### src/rtl/fetch_queue_pkg.sv
// rtl/fetch_queue_pkg.sv - shared word and queue-entry types for the fetch queue
package fetch_queue_pkg;

    localparam int XLEN = 32;

    typedef logic [XLEN-1:0] word_t;

    typedef struct packed {
        word_t pc;
        word_t instr;
        logic  pred;
    } fq_entry_t;

endpackage

### src/rtl/fetch_queue_if.sv
// rtl/fetch_queue_if.sv - fetch/decode handshake bundle around the fetch queue
interface fetch_queue_if #(
    parameter int DEPTH = 4
);
    import fetch_queue_pkg::*;

    localparam int CW = $clog2(DEPTH) + 1;

    word_t          fq_in_pc;
    word_t          fq_in_instr;
    logic           fq_in_pred;
    logic           fq_flush;
    logic           fq_halt;
    logic           dec_ready;
    logic           fq_freeze;
    logic           dec_valid;
    word_t          dec_pc;
    word_t          dec_instr;
    logic           dec_pred;
    logic [CW-1:0]  fq_count;

    modport fq (
        input  fq_in_pc, fq_in_instr, fq_in_pred, fq_flush, fq_halt, dec_ready,
        output fq_freeze, dec_valid, dec_pc, dec_instr, dec_pred, fq_count
    );

    modport fs (
        output fq_in_pc, fq_in_instr, fq_in_pred,
        input  fq_freeze
    );

    modport dec (
        input  dec_valid, dec_pc, dec_instr, dec_pred, fq_count,
        output dec_ready
    );

endinterface

### src/rtl/fetch_queue.sv
// rtl/fetch_queue.sv - first-word-fall-through queue between fetch and decode
module fetch_queue
    import fetch_queue_pkg::*;
#(
    parameter int DEPTH = 4
) (
    input  logic       CLK,
    input  logic       nRST,
    fetch_queue_if.fq  bus
);

    localparam int AW = $clog2(DEPTH);
    localparam int PW = AW + 1;

    fq_entry_t          mem [DEPTH];
    logic [PW-1:0]      rd_ptr;
    logic [PW-1:0]      wr_ptr;
    logic               empty;
    logic               full;
    logic               drop;
    logic               enq;
    logic               deq;
    fq_entry_t          head;
    fq_entry_t          in_entry;

    assign empty = (rd_ptr == wr_ptr);
    assign full  = (rd_ptr[AW-1:0] == wr_ptr[AW-1:0]) && (rd_ptr[AW] != wr_ptr[AW]);

    // Flush and halt share one path; halt simply keeps it asserted.
    assign drop  = bus.fq_flush || bus.fq_halt;
    assign enq   = (bus.fq_in_instr != '0) && !full && !drop;

    assign bus.dec_valid = !empty && !drop;
    assign deq           = bus.dec_valid && bus.dec_ready;

    assign head     = mem[rd_ptr[AW-1:0]];
    assign in_entry = '{pc: bus.fq_in_pc, instr: bus.fq_in_instr, pred: bus.fq_in_pred};

    assign bus.dec_pc    = bus.dec_valid ? head.pc    : '0;
    assign bus.dec_instr = bus.dec_valid ? head.instr : '0;
    assign bus.dec_pred  = bus.dec_valid ? head.pred  : 1'b0;

    assign bus.fq_freeze = full;
    assign bus.fq_count  = wr_ptr - rd_ptr;

    always_ff @(posedge CLK or negedge nRST) begin
        if (!nRST) begin
            rd_ptr <= '0;
            wr_ptr <= '0;
        end else if (drop) begin
            rd_ptr <= wr_ptr;
        end else begin
            if (enq) wr_ptr <= wr_ptr + 1'b1;
            if (deq) rd_ptr <= rd_ptr + 1'b1;
        end
    end

    // Storage is left uncleared on reset/flush; the pointers alone define validity.
    always_ff @(posedge CLK) begin
        if (enq) mem[wr_ptr[AW-1:0]] <= in_entry;
    end

endmodule

### src/flat_wrapper.sv
// flat-port wrapper written by rule: the top's interface ports become plain ports
module fetch_queue_flat import fetch_queue_pkg::*;
#(
    parameter int DEPTH = 4
)
  (CLK, nRST, bus_fq_in_pc, bus_fq_in_instr, bus_fq_in_pred, bus_fq_flush, bus_fq_halt, bus_dec_ready, bus_fq_freeze, bus_dec_valid, bus_dec_pc, bus_dec_instr, bus_dec_pred, bus_fq_count);
  fetch_queue_if #(.DEPTH(DEPTH)) bus_i ();
  input  logic CLK;
  input  logic nRST;
  input wire logic [$bits(bus_i.fq_in_pc)-1:0] bus_fq_in_pc;
  input wire logic [$bits(bus_i.fq_in_instr)-1:0] bus_fq_in_instr;
  input wire logic [$bits(bus_i.fq_in_pred)-1:0] bus_fq_in_pred;
  input wire logic [$bits(bus_i.fq_flush)-1:0] bus_fq_flush;
  input wire logic [$bits(bus_i.fq_halt)-1:0] bus_fq_halt;
  input wire logic [$bits(bus_i.dec_ready)-1:0] bus_dec_ready;
  output wire logic [$bits(bus_i.fq_freeze)-1:0] bus_fq_freeze;
  output wire logic [$bits(bus_i.dec_valid)-1:0] bus_dec_valid;
  output wire logic [$bits(bus_i.dec_pc)-1:0] bus_dec_pc;
  output wire logic [$bits(bus_i.dec_instr)-1:0] bus_dec_instr;
  output wire logic [$bits(bus_i.dec_pred)-1:0] bus_dec_pred;
  output wire logic [$bits(bus_i.fq_count)-1:0] bus_fq_count;
  assign bus_i.fq_in_pc = bus_fq_in_pc;
  assign bus_i.fq_in_instr = bus_fq_in_instr;
  assign bus_i.fq_in_pred = bus_fq_in_pred;
  assign bus_i.fq_flush = bus_fq_flush;
  assign bus_i.fq_halt = bus_fq_halt;
  assign bus_i.dec_ready = bus_dec_ready;
  assign bus_fq_freeze = bus_i.fq_freeze;
  assign bus_dec_valid = bus_i.dec_valid;
  assign bus_dec_pc = bus_i.dec_pc;
  assign bus_dec_instr = bus_i.dec_instr;
  assign bus_dec_pred = bus_i.dec_pred;
  assign bus_fq_count = bus_i.fq_count;
  fetch_queue #(.DEPTH(DEPTH)) u_core (.CLK(CLK), .nRST(nRST), .bus(bus_i));
endmodule
### config.mk
export PLATFORM = sky130hd
export DESIGN_NAME = fetch_queue_flat
export DESIGN_NICKNAME = d
export VERILOG_FILES = /design/src/rtl/fetch_queue_pkg.sv /design/src/rtl/fetch_queue_if.sv /design/src/rtl/fetch_queue.sv /design/src/flat_wrapper.sv
export SDC_FILE = /design/constraint.sdc
export NUM_CORES = 1
export LEC_CHECK = 0
export ABC_AREA = 1
export BUFFER_PORTS_ARGS = -buffer_cell sky130_fd_sc_hd__buf_2
export CORE_UTILIZATION = 52
export CTS_CLUSTER_SIZE = 24
export DETAILED_ROUTE_END_ITERATION = 6
export PLACE_DENSITY = 0.76
export SLEW_MARGIN = 0
export SYNTH_ARGS = -nofsm -noshare
export SYNTH_HDL_FRONTEND = slang
export SYNTH_SLANG_ARGS = --single-unit
### constraint.sdc
create_clock -name CLK -period 5.01 [get_ports CLK]
set_clock_uncertainty 0.15 [all_clocks]
set_input_delay 1.002 -clock CLK [delete_from_list [all_inputs] [get_ports CLK]]
set_output_delay 1.002 -clock CLK [all_outputs]
set_load 0.02 [all_outputs]
==> flow_metrics.env <==
export IMPL_final_setup_tns_ns=0
export IMPL_synth_seq_cells=266
export IMPL_cts_hold_fix_buffers=0
export IMPL_synth_compound_gate_area_share_pct=10.51
export IMPL_yosysSeqAreaShare_pct=72.11
export IMPL_io_buffers=139
export IMPL_slew_headroom_pct=28.52
export IMPL_peakVddDrop_mv=0.3963
export IMPL_grt_overflow=0
export IMPL_fin_crit_sh_pct=83.66
export IMPL_dieArea_sq_um=21810
export IMPL_hpwl_microns=13430
export IMPL_start_util_pct=53.85
export IMPL_synthAdderAreaFrac_pct=0.9751
export IMPL_post_cts_setup_buffer_count=0
export IMPL_period_needed_ns=4.191
export IMPL_post_cts_resized=0
export IMPL_drt_iter0_drc=499
export IMPL_synth_xor_area_share_pct=0.2381
export IMPL_grtUsageTotal_pct=21.49
export IMPL_nets=1096
export IMPL_synthSimpleGateAreaFrac_pct=12.39
export IMPL_power_total_mw=6.803
export IMPL_async_flop_share_pct=2.256
export IMPL_yosysTopAreaCell="edfxtp_1"
export IMPL_power_density_nw_per_um2=539.9
export IMPL_core_area_sq_um=20490
export IMPL_synth_edff_count=260
export IMPL_hold_viol=0
export IMPL_rr_worst_depth=7
export IMPL_grt_max_degree=133
export IMPL_rows=52
export IMPL_vias=7045
export IMPL_grt_pass1_wl_microns=36300
export IMPL_gp_congestion=0.7731
export IMPL_worst_pin_slew_ns=1.072
export IMPL_layout_drive_gt1_share_pct=23.19
export IMPL_root_buffer="clkbuf_16"
export IMPL_die_h_microns=147.7
export IMPL_synthCells=891
export IMPL_wl_per_cell_microns=17.85
export IMPL_routed_via_density=5.386
export IMPL_slew_viol_final=0
export IMPL_drt_pass1_iter_count=5
export IMPL_required_ns=3.86
export IMPL_syn_nets=969
export IMPL_p_leak_nw=4.526
export IMPL_h_tree_depth=1
export IMPL_synth_top_area_share_pct=70.75
export IMPL_critPathArrivalTime_ns=3.04
export IMPL_endpoint_kind="output port"
export IMPL_hp_class="in2async"
export IMPL_cts_tree="done"
export IMPL_outcome="complete, no violations"
export IMPL_yosysWarnings=0
export IMPL_fp_dieW_microns=147.7
export IMPL_synth_top_family_by_area="simple AND/OR/NAND/NOR gates"
export IMPL_timing_rr_start="u_core.rd_ptr[0]$_DFFE_PN0P_"
export IMPL_worstSetupStartpointType="flop"
export IMPL_path_class="reg2out"
export IMPL_synth_area_per_cell_sq_um=12.39
export IMPL_r2r_end="u_core.mem[2][7]$_DFFE_PP_"
export IMPL_rrSetupSlack_ns=1.51
export IMPL_numCtsBuffers=27
export IMPL_synth_area_leaders="edfxtp_1, nor2_1, o21ai_0"
export IMPL_crit_fanout=66
export IMPL_clock_sinks=266
export IMPL_synth_most_common_cell="nor2_1"
export IMPL_cap_violations=0
export IMPL_io_pins=140
export IMPL_drc=0
export IMPL_synth_area_sq_um=11040
export IMPL_area_growth_pct=14.20
export IMPL_clockBufferDepth=3
export IMPL_ys_types=29
export IMPL_ant_nets=0
export IMPL_clk_insertion_delay_late_ns=0.52
export IMPL_wirelength_microns=23350
export IMPL_first_global_vias=6706
export IMPL_antenna_found_initial=2
export IMPL_setup_viol=0
export IMPL_fmax_mhz=238.6
export IMPL_synth_common_cells="nor2_1, edfxtp_1, o21ai_0"
export IMPL_dominantRegCellSynth="edfxtp_1"
export IMPL_clk_pin_slew_worst_paths_ns=0.06
export IMPL_muxShareOfSynthArea_pct=0
export IMPL_rsz0062_at_grt="false"
==> where the power goes <==
part / internal, mW / switching [mW] / total (mW) / leakage [nW]
Sequential: 2.72 / 0.118 / 2.84 / 2.43
Combinational: 0.622 / 1.58 / 2.20 / 1.73
Clock: 0.978 / 0.784 / 1.76 / 0.367
==> critical path, stage by stage (launching register included) <==
cell,delay [ns]
dfrtp_4,0.72
ha_1,0.34
nand2_1,0.14
inv_1,0.09
nand2_4,0.08
nand2_4,0.49
a21oi_2,0.37
buf_2,0.21
==> stage by stage <==
step | utilization (%) | setup WS (ns) | hold slack [ns] | instances | instance area (sq um)
CTS | 61.45 | 0.7906 | 0.1397 | 1305 | 12590
global route | 61.45 | 0.5567 | 0.1419 | 1305 | 12590
global placement | 57.73 | 1.359 | 0.3971 | 1259 | 11830
finish | 61.49 | 0.8186 | 0.1460 | 1308 | 12600
detailed placement | 57.73 | 1.291 | 0.4285 | 1259 | 11830
floorplan | - | 0.1838 | 0.3469 | 891 | 11040
==> flip-flops by register name, summed over array words and instances (netlist names) <==
name and flops:
u_core.rd_ptr 3, u_core.wr_ptr 3, u_core.mem 260
==> worst max path at each step <==
stage / from / endpoint / slack [ns] / cells past startpoint
after floorplan: u_core.rd_ptr[1]$_DFFE_PN0P_ / u_core.mem[0][0]$_DFFE_PP_ / 0.18 / 8
after global placement: bus_fq_halt / u_core.mem[0][53]$_DFFE_PP_ / 1.36 / 7
after detailed placement: bus_fq_halt / u_core.mem[0][49]$_DFFE_PP_ / 1.29 / 7
after CTS: u_core.rd_ptr[0]$_DFFE_PN0P_ / bus_dec_pc[31] / 0.79 / 7
after global routing: u_core.rd_ptr[0]$_DFFE_PN0P_ / bus_dec_instr[11] / 0.56 / 4
final: u_core.rd_ptr[0]$_DFFE_PN0P_ / bus_dec_instr[26] / 0.82 / 7
==> cell type report <==
class | instances | area [sq um]
inverter | 19 | 76.32
sequential | 266 | 7963
multi-input combinational | 556 | 2691
tap | 270 | 337.8
timing repair buffer | 148 | 763.2
clock inverter | 14 | 68.82
antenna | 3 | 7.507
fill | 1591 | 7893
clock buffer | 32 | 694.4
==> cell families after synthesis <==
family,count (synthesis)
and+or+nand+nor,345
xor gates and xnor gates,3
adders and majority gates,8
buffers and inverters,69
DFF,266
AOI/OAI and AO/OA,200
==> placed cells by master, fill, tap and decap left out, types with 2 or more instances in the layout <==
master,Yosys,final
buf_4,7,9
xor2_1,2,2
inv_1,14,14
edfxtp_1,260,260
clkinvlp_4,0,2
buf_2,18,139
nor2_1,301,297
o21ai_1,51,51
nand3_1,5,5
a21oi_1,25,25
inv_2,4,4
clkbuf_1,17,5
nand2_1,28,28
o21ai_0,81,81
a21oi_2,40,40
o211ai_1,2,2
nor2_4,2,6
nand2_4,3,3
ha_1,7,7
clkinv_4,1,2
clkinv_1,0,8
nand4_1,3,3
diode_2,0,3
clkinv_2,0,3
dfrtp_1,6,4
clkbuf_16,0,27
==> layer usage <==
layer	routed length, microns	share of wire, %	GRT usage [%]
met1	10030	43	29.68
met2	11350	49	35.45
met3	1529	6.5	3.827
met4	423	1.8	5.515
met5	8	0.034	0
(Power assumes the default switching activity.)
